**src/rtl/exe_div_pkg.sv**
```systemverilog
// Shared encodings for the EXE-stage RV32M divide unit: instruction fields,
// FSM states and the divide-instruction decoder.
package exe_div_pkg;

    localparam logic [6:0] INST_TYPE_R_M = 7'b0110011;
    localparam logic [6:0] FUNCT7_MULDIV = 7'b0000001;
    localparam logic [2:0] FUNCT3_DIV    = 3'b100;
    localparam logic [2:0] FUNCT3_DIVU   = 3'b101;
    localparam logic [2:0] FUNCT3_REM    = 3'b110;
    localparam logic [2:0] FUNCT3_REMU   = 3'b111;

    // Fill bit for the divide-by-zero quotient; replicated to the datapath width.
    localparam logic DIV_ALL_ONES = 1'b1;

    typedef enum logic [1:0] {
        DIV_IDLE = 2'd0,
        DIV_CALC = 2'd1,
        DIV_DONE = 2'd2
    } div_state_e;

    typedef struct packed {
        logic is_div;
        logic is_signed;
        logic is_rem;
    } div_dec_t;

    function automatic div_dec_t decode_div(input logic [6:0] opcode,
                                            input logic [2:0] funct3,
                                            input logic [6:0] funct7);
        div_dec_t d;
        d = '0;
        if (opcode == INST_TYPE_R_M && funct7 == FUNCT7_MULDIV) begin
            case (funct3)
                FUNCT3_DIV:  d = '{is_div: 1'b1, is_signed: 1'b1, is_rem: 1'b0};
                FUNCT3_DIVU: d = '{is_div: 1'b1, is_signed: 1'b0, is_rem: 1'b0};
                FUNCT3_REM:  d = '{is_div: 1'b1, is_signed: 1'b1, is_rem: 1'b1};
                FUNCT3_REMU: d = '{is_div: 1'b1, is_signed: 1'b0, is_rem: 1'b1};
                default:     d = '0;
            endcase
        end
        return d;
    endfunction

endpackage

```
**src/rtl/exe_div_if.sv**
```systemverilog
// ID/EXE-side request and writeback-side result signals of the divide unit.
interface exe_div_if #(
    parameter int DATA_WIDTH  = 32,
    parameter int RADDR_WIDTH = 5
);
    logic [DATA_WIDTH-1:0]  inst_in;
    logic [DATA_WIDTH-1:0]  op1_in;
    logic [DATA_WIDTH-1:0]  op2_in;
    logic [RADDR_WIDTH-1:0] reg_waddr_in;
    logic                   reg_we_in;
    logic                   jump_flush_in;
    logic                   hold_in;
    logic                   stall_req_out;
    logic                   result_valid_out;
    logic [DATA_WIDTH-1:0]  result_out;
    logic [RADDR_WIDTH-1:0] reg_waddr_out;
    logic                   reg_we_out;

    modport master (
        output inst_in, op1_in, op2_in, reg_waddr_in, reg_we_in, jump_flush_in, hold_in,
        input  stall_req_out, result_valid_out, result_out, reg_waddr_out, reg_we_out
    );

    modport slave (
        input  inst_in, op1_in, op2_in, reg_waddr_in, reg_we_in, jump_flush_in, hold_in,
        output stall_req_out, result_valid_out, result_out, reg_waddr_out, reg_we_out
    );
endinterface

```
**src/rtl/exe_div_core.sv**
```systemverilog
// Unsigned radix-2 restoring divider: one quotient bit per cycle, start/done
// handshake, abortable. done_out flags the final step; quo/rem show its result.
module div_core #(
    parameter int DATA_WIDTH = 32,
    parameter int CNT_WIDTH  = 5
) (
    input  logic                  clk_in,
    input  logic                  reset_in,
    input  logic                  start_in,
    input  logic                  abort_in,
    input  logic [DATA_WIDTH-1:0] dividend_in,
    input  logic [DATA_WIDTH-1:0] divisor_in,
    output logic                  done_out,
    output logic [DATA_WIDTH-1:0] quo_out,
    output logic [DATA_WIDTH-1:0] rem_out
);
    localparam logic [CNT_WIDTH-1:0] CNT_MAX = CNT_WIDTH'(DATA_WIDTH - 1);

    logic                  busy_q;
    logic [CNT_WIDTH-1:0]  cnt_q;
    logic [DATA_WIDTH-1:0] rem_q, quo_q, dvs_q;
    logic [DATA_WIDTH+1:0] trial;
    logic                  ge;
    logic [DATA_WIDTH-1:0] rem_nxt, quo_nxt;
    logic                  unused_trial;

    // Two guard bits: the shifted partial remainder can reach 2*divisor-1.
    assign trial        = {1'b0, rem_q, quo_q[DATA_WIDTH-1]} - {2'b00, dvs_q};
    assign ge           = ~trial[DATA_WIDTH+1];
    assign unused_trial = trial[DATA_WIDTH];
    // On a failed trial the shifted remainder is below the divisor, so its MSB is 0.
    assign rem_nxt      = ge ? trial[DATA_WIDTH-1:0] : {rem_q[DATA_WIDTH-2:0], quo_q[DATA_WIDTH-1]};
    assign quo_nxt      = {quo_q[DATA_WIDTH-2:0], ge};

    assign done_out = busy_q && (cnt_q == CNT_MAX);
    assign quo_out  = quo_nxt;
    assign rem_out  = rem_nxt;

    always_ff @(posedge clk_in or negedge reset_in) begin
        if (!reset_in) begin
            busy_q <= 1'b0;
            cnt_q  <= '0;
            rem_q  <= '0;
            quo_q  <= '0;
            dvs_q  <= '0;
        end else if (abort_in) begin
            busy_q <= 1'b0;
            cnt_q  <= '0;
        end else if (start_in) begin
            busy_q <= 1'b1;
            cnt_q  <= '0;
            rem_q  <= '0;
            quo_q  <= dividend_in;
            dvs_q  <= divisor_in;
        end else if (busy_q) begin
            rem_q <= rem_nxt;
            quo_q <= quo_nxt;
            cnt_q <= cnt_q + CNT_WIDTH'(1);
            if (done_out)
                busy_q <= 1'b0;
        end
    end

endmodule

```
**src/rtl/exe_div.sv**
```systemverilog
// EXE-stage RV32M divide unit: decode, special cases, sign handling, flush and
// stall request around the iterative div_core.
module exe_div
    import exe_div_pkg::*;
#(
    parameter int DATA_WIDTH  = 32,
    parameter int RADDR_WIDTH = 5,
    parameter int CNT_WIDTH   = 5
) (
    input  logic     clk_in,
    input  logic     reset_in,
    exe_div_if.slave bus
);
    localparam logic [DATA_WIDTH-1:0] ALL_ONES = {DATA_WIDTH{DIV_ALL_ONES}};
    localparam logic [DATA_WIDTH-1:0] INT_MIN  = {1'b1, {(DATA_WIDTH-1){1'b0}}};

    div_state_e             state_q, state_d;
    div_dec_t               dec;
    logic                   sign1, sign2, div_zero, overflow, special;
    logic                   take, core_start, core_done, stall, valid;
    logic [DATA_WIDTH-1:0]  abs1, abs2, spec_res;
    logic [DATA_WIDTH-1:0]  core_quo, core_rem, fix_quo, fix_rem, final_res;
    logic [DATA_WIDTH-1:0]  res_q;
    logic [RADDR_WIDTH-1:0] waddr_q;
    logic                   we_q, quo_neg_q, rem_neg_q, is_rem_q;
    logic                   unused_inst;

    assign dec         = decode_div(bus.inst_in[6:0], bus.inst_in[14:12], bus.inst_in[31:25]);
    assign unused_inst = ^{bus.inst_in[24:15], bus.inst_in[11:7]};

    // Sign bits only matter for the signed ops; the core always sees magnitudes.
    assign sign1 = dec.is_signed & bus.op1_in[DATA_WIDTH-1];
    assign sign2 = dec.is_signed & bus.op2_in[DATA_WIDTH-1];
    assign abs1  = sign1 ? -bus.op1_in : bus.op1_in;
    assign abs2  = sign2 ? -bus.op2_in : bus.op2_in;

    assign div_zero = (bus.op2_in == '0);
    assign overflow = dec.is_signed && (bus.op1_in == INT_MIN) && (bus.op2_in == ALL_ONES);
    assign special  = div_zero || overflow;
    assign spec_res = div_zero ? (dec.is_rem ? bus.op1_in : ALL_ONES)
                               : (dec.is_rem ? '0 : INT_MIN);

    assign take       = (state_q == DIV_IDLE) && dec.is_div && !bus.jump_flush_in;
    assign core_start = take && !special;

    div_core #(
        .DATA_WIDTH (DATA_WIDTH),
        .CNT_WIDTH  (CNT_WIDTH)
    ) u_core (
        .clk_in      (clk_in),
        .reset_in    (reset_in),
        .start_in    (core_start),
        .abort_in    (bus.jump_flush_in),
        .dividend_in (abs1),
        .divisor_in  (abs2),
        .done_out    (core_done),
        .quo_out     (core_quo),
        .rem_out     (core_rem)
    );

    assign fix_quo   = quo_neg_q ? -core_quo : core_quo;
    assign fix_rem   = rem_neg_q ? -core_rem : core_rem;
    assign final_res = is_rem_q ? fix_rem : fix_quo;

    always_ff @(posedge clk_in or negedge reset_in) begin
        if (!reset_in)
            state_q <= DIV_IDLE;
        else
            state_q <= state_d;
    end

    always_comb begin
        state_d = state_q;
        stall   = 1'b0;
        case (state_q)
            DIV_IDLE: begin
                if (take) begin
                    stall   = 1'b1;
                    state_d = special ? DIV_DONE : DIV_CALC;
                end
            end
            DIV_CALC: begin
                stall = 1'b1;
                if (core_done)
                    state_d = DIV_DONE;
            end
            DIV_DONE: begin
                if (!bus.hold_in)
                    state_d = DIV_IDLE;
            end
            default: state_d = DIV_IDLE;
        endcase
        // A flush wins over everything, including a downstream hold.
        if (bus.jump_flush_in)
            state_d = DIV_IDLE;
    end

    always_ff @(posedge clk_in or negedge reset_in) begin
        if (!reset_in) begin
            res_q     <= '0;
            waddr_q   <= '0;
            we_q      <= 1'b0;
            quo_neg_q <= 1'b0;
            rem_neg_q <= 1'b0;
            is_rem_q  <= 1'b0;
        end else begin
            if (take) begin
                quo_neg_q <= sign1 ^ sign2;
                rem_neg_q <= sign1;
                is_rem_q  <= dec.is_rem;
                waddr_q   <= bus.reg_waddr_in;
                we_q      <= bus.reg_we_in;
                if (special)
                    res_q <= spec_res;
            end
            if (state_q == DIV_CALC && core_done && !bus.jump_flush_in)
                res_q <= final_res;
        end
    end

    // Stall is combinational from IDLE, so mask it while reset is asserted.
    assign valid                = (state_q == DIV_DONE);
    assign bus.stall_req_out    = reset_in && stall;
    assign bus.result_valid_out = valid;
    assign bus.result_out       = valid ? res_q : '0;
    assign bus.reg_waddr_out    = valid ? waddr_q : '0;
    assign bus.reg_we_out       = valid && we_q;

endmodule

```
**src/flat_wrapper.sv**
```systemverilog
// flat-port wrapper written by rule: the top's interface ports become plain ports
module exe_div_flat import exe_div_pkg::*;
#(
    parameter int DATA_WIDTH  = 32,
    parameter int RADDR_WIDTH = 5,
    parameter int CNT_WIDTH   = 5
)
  (clk_in, reset_in, bus_inst_in, bus_op1_in, bus_op2_in, bus_reg_waddr_in, bus_reg_we_in, bus_jump_flush_in, bus_hold_in, bus_stall_req_out, bus_result_valid_out, bus_result_out, bus_reg_waddr_out, bus_reg_we_out);
  exe_div_if #(.DATA_WIDTH(DATA_WIDTH), .RADDR_WIDTH(RADDR_WIDTH)) bus_i ();
  input  logic clk_in;
  input  logic reset_in;
  input wire logic [$bits(bus_i.inst_in)-1:0] bus_inst_in;
  input wire logic [$bits(bus_i.op1_in)-1:0] bus_op1_in;
  input wire logic [$bits(bus_i.op2_in)-1:0] bus_op2_in;
  input wire logic [$bits(bus_i.reg_waddr_in)-1:0] bus_reg_waddr_in;
  input wire logic [$bits(bus_i.reg_we_in)-1:0] bus_reg_we_in;
  input wire logic [$bits(bus_i.jump_flush_in)-1:0] bus_jump_flush_in;
  input wire logic [$bits(bus_i.hold_in)-1:0] bus_hold_in;
  output wire logic [$bits(bus_i.stall_req_out)-1:0] bus_stall_req_out;
  output wire logic [$bits(bus_i.result_valid_out)-1:0] bus_result_valid_out;
  output wire logic [$bits(bus_i.result_out)-1:0] bus_result_out;
  output wire logic [$bits(bus_i.reg_waddr_out)-1:0] bus_reg_waddr_out;
  output wire logic [$bits(bus_i.reg_we_out)-1:0] bus_reg_we_out;
  assign bus_i.inst_in = bus_inst_in;
  assign bus_i.op1_in = bus_op1_in;
  assign bus_i.op2_in = bus_op2_in;
  assign bus_i.reg_waddr_in = bus_reg_waddr_in;
  assign bus_i.reg_we_in = bus_reg_we_in;
  assign bus_i.jump_flush_in = bus_jump_flush_in;
  assign bus_i.hold_in = bus_hold_in;
  assign bus_stall_req_out = bus_i.stall_req_out;
  assign bus_result_valid_out = bus_i.result_valid_out;
  assign bus_result_out = bus_i.result_out;
  assign bus_reg_waddr_out = bus_i.reg_waddr_out;
  assign bus_reg_we_out = bus_i.reg_we_out;
  exe_div #(.DATA_WIDTH(DATA_WIDTH), .RADDR_WIDTH(RADDR_WIDTH), .CNT_WIDTH(CNT_WIDTH)) u_core (.clk_in(clk_in), .reset_in(reset_in), .bus(bus_i));
endmodule
```
**config.mk**
```make
export PLATFORM = sky130hd
export DESIGN_NAME = exe_div_flat
export DESIGN_NICKNAME = d
export VERILOG_FILES = /design/src/rtl/exe_div_pkg.sv /design/src/rtl/exe_div_if.sv /design/src/rtl/exe_div_core.sv /design/src/rtl/exe_div.sv /design/src/flat_wrapper.sv
export SDC_FILE = /design/constraint.sdc
export NUM_CORES = 1
export LEC_CHECK = 0
export CORE_MARGIN = 2
export CORE_UTILIZATION = 45
export CTS_CLUSTER_SIZE = 8
export DETAILED_ROUTE_END_ITERATION = 7
export MAX_ROUTING_LAYER = met4
export PLACE_DENSITY = 0.73
export SLEW_MARGIN = 20
export SYNTH_ARGS = -nofsm -noshare
export SYNTH_HDL_FRONTEND = slang
export SYNTH_HIERARCHICAL = 1
export SYNTH_SLANG_ARGS = --single-unit
```
**constraint.sdc**
```tcl
create_clock -name clk_in -period 6.52 [get_ports clk_in]
set_input_delay 0.652 -clock clk_in [delete_from_list [all_inputs] [get_ports clk_in]]
set_output_delay 0.652 -clock clk_in [all_outputs]
set_load 0.02 [all_outputs]
```
==> results.cfg <==
[power_and_ir_drop]
power_leakage_nw = 6.18
power.density_mw_per_mm2 = 154
ir_drop_uv = 182

[placement]
numPortBuffers = 130
gp_congestion = 0.967
dp_hpwl_mm = 26.8

[layout]
nFillCells = 2493
num-nets-final = 1664
drive_gt1_share_pct = 8.10
antenna_cells = 0
area_growth_pct = 15.8

[synth]
syn_area_mm2 = 0.0123
synth_area_per_cell_um2 = 8.38
synth-edff-count = 0
seq_area_frac_synth_pct = 29.4
synth_cells = 1471
yosys_warnings = 6
ys.flop_type = dfrtp_1
syn_nets = 1617
yosys_register_bits = 145
synth_cell_type_count = 83
ys_async_sr_fraction_pct = 100

[detailed_routing]
drtPass1Iterations = 5
drc = 0
wl_per_cell_um = 19.5
route.vias.total = 11282
drt-initial-drc-count = 906
drt-total-wl_mm = 36.4
final_antenna_net_count = 0
viasPerCell = 6.03

[die]
ios = 146
die_y_um = 170
core-area_mm2 = 0.0270
dieArea_mm2 = 0.0287
start_util_pct = 45.7
die_w_um = 170
row_count = 60

[critical_path]
crit_required_ns = 6.82
startpoint = u_core/u_core/quo_q[31]
crit_fanout = 4
crit_path_start_kind = register
rr_worst_depth = 18
end_kind = register
path_class = register to register
critical_path_arrival_ns = 5.82
rrSetupSlack_ns = 1.00
r2r-end = u_core/res_q[31]
r2r-start = u_core/u_core/quo_q[31]
crit_path_end = u_core/res_q[31]

[timing]
max_freq_mhz = 181
grt_setup_unrepaired = no
finalSetupTns_ns = 0
relSlewSlack_pct = 29.0
setup_viol = 0
period_share_pct = 84.6
period_needed_ns = 5.52
slew_viol_final = 0
whs_ns = 0.288
fin_skew_ns = 0.0113
hold_viol = 0
worst_pin_slew_ns = 1.06

[global_routing]
grt_first_pass_wirelength_mm = 58.2
grt_max_degree = 96
grt_pass1_vias = 10871
grt-ovfl-total = 0
antenna_found_initial = 0
grtUsageTotal_pct = 26.3

[cts]
cts.reportedPaths.clkPinSlew_ns = 0.06
clock_path_buffers = 2
cts_tree = built
clk-insertion-delay-late_ns = 0.43
cts-buffers-inserted = 17
cts-hold-fix-buffers = 0
cts_resized = 0
cts_setup_buffers = 0
cts.sinks = 145
htree_levels = 4
root_buffer = clkbuf_16

[run_status]
outcome = finished, final reports clean

[min_path]
hp-class = primary input to asynchronous set/reset pin

[job]
drv_cap = 0
## power breakdown
| part | switching (mW) | internal, mW |
|---|---|---|
| Clock | 0.398 | 0.757 |
| Sequential | 0.000124 | 0.900 |
| Combinational | 0.0700 | 0.0664 |
| Total | 0.468 | 1.72 |
## synthesized netlist by cell type, drive strengths merged, types with 11 or more instances
cell type / instances / area, um^2
ha: 39 / 488
o41ai: 33 / 357
nor2: 96 / 360
and2: 52 / 325
mux2i: 42 / 420
a21oi: 45 / 229
a21o: 17 / 128
mux2: 24 / 312
a22o: 21 / 184
xor2: 59 / 517
nand2: 158 / 593
clkbuf: 70 / 264
or3: 21 / 131
dfrtp: 145 / 3630
nand3: 23 / 115
inv: 55 / 214
o21ai: 133 / 666
nand4: 16 / 106
a211oi: 11 / 82.6
or4: 19 / 150
xnor2: 86 / 753
o31ai: 38 / 299
a211o: 15 / 131
buf: 53 / 384
o22ai: 21 / 131
nor3: 27 / 140
nor4: 11 / 90.1
a31oi: 16 / 100
or2: 17 / 106
## sequential cells by signal, indices dropped and copies added, names as in the netlist
signal and count:
u_core/res_q 32, u_core/u_core/dvs_q 32, u_core/u_core/quo_q 32, u_core/u_core/rem_q 32, u_core/u_core/cnt_q 5, u_core/waddr_q 5
u_core/state_q 2, u_core/is_rem_q 1, u_core/quo_neg_q 1, u_core/rem_neg_q 1, u_core/u_core/busy_q 1, u_core/we_q 1
## worst max-delay path, cell delays in order, from the launching register on
cell	delay, ns
dfrtp_1	0.43
inv_1	0.08
ha_1	0.20
inv_1	0.06
fa_1	0.40
a21o_1	0.20
a221oi_1	0.61
o31a_2	0.28
a31oi_1	0.21
a41o_1	0.35
a41oi_1	0.26
xor2_1	0.23
o21ai_0	0.21
or4_1	0.61
or3_1	0.35
o41ai_1	0.41
mux2i_1	0.17
a211oi_1	0.22
o21ai_1	0.10
## cell families (layout without fill, tap and decap cells)
family          Yosys count  after routing  share of synthesized area, %
buf+inv                 179            238                          7.02
fa+ha+maj                40             40                          4.12
compound gates          416            416                          23.6
flops                   145            145                          29.4
simple gates            480            480                          19.6
mux                      66             66                          5.94
xor+xnor                145            145                          10.3
## through the flow
stage          cells  utilization [%]  total power [mW]  cell area [um^2]  setup slack [ns]
2_1_floorplan   1471                -             0.948             12300              1.79
3_3_place_gp    1840             50.4              1.05             13600              1.18
3_5_place_dp    1840             50.4              1.05             13600              1.11
5_1_grt         1871             53.0              2.25             14300             0.718
6_report        1871             53.0              2.19             14300              1.00
4_1_cts         1871             53.0              2.20             14300              1.06
## per-layer routing
layer	track usage, %	up-vias	share of wire [%]	wire [um]
met5	-	-	0	0
met2	42.0	436	46	16600
li1	-	5373	-	-
met1	34.7	5396	45	16500
met3	3.29	77	6.4	2350
met4	9.03	0	2.7	992
## placed cells by master (no fill, tap or decap), types with 7 or more instances in the layout
cell type and count:
and2_1 52, or4_1 17, o41ai_2 9, nand4_1 15
mux2i_1 42, nand2_1 158, buf_4 21, clkbuf_16 17
nor2_1 94, nand3_1 23, mux2_4 11, a211o_1 15
o31ai_1 37, o21a_1 7, o21ai_0 130, inv_1 54
or3_1 21, o31a_1 9, clkdlybuf4s50_1 129, dfrtp_1 144
a21oi_1 44, nor3_1 26, a41oi_1 8, o211ai_1 7
o22ai_1 21, a211oi_1 11, a22o_1 21, or2_2 14
nor4_1 9, a31oi_1 16, a21o_1 17, xor2_1 59
mux2_2 11, ha_1 39, xnor2_1 86, o41ai_1 24
## cell type report
type	instances	area (um^2)	share of cell area, %
clock buffers	22	484	3.39
clock inverters	9	201	1.41
inverters	56	218	1.53
multi-input cells	1147	7860	55.0
flip-flops and latches	145	3630	25.4
well taps	341	427	2.99
repair buffers	151	1460	10.2
## worst min path at each step
stage                         to         startpoint  slack [ns]
3_3_place_gp   u_core/waddr_q[1]  u_core/waddr_q[1]        0.44
5_1_grt              u_core/we_q           reset_in        0.36
6_report             u_core/we_q           reset_in        0.29
3_5_place_dp   u_core/waddr_q[1]  u_core/waddr_q[1]        0.45
2_1_floorplan    u_core/is_rem_q           reset_in        0.36
4_1_cts              u_core/we_q           reset_in        0.32
Note: power is estimated with default switching activity, not from simulation.
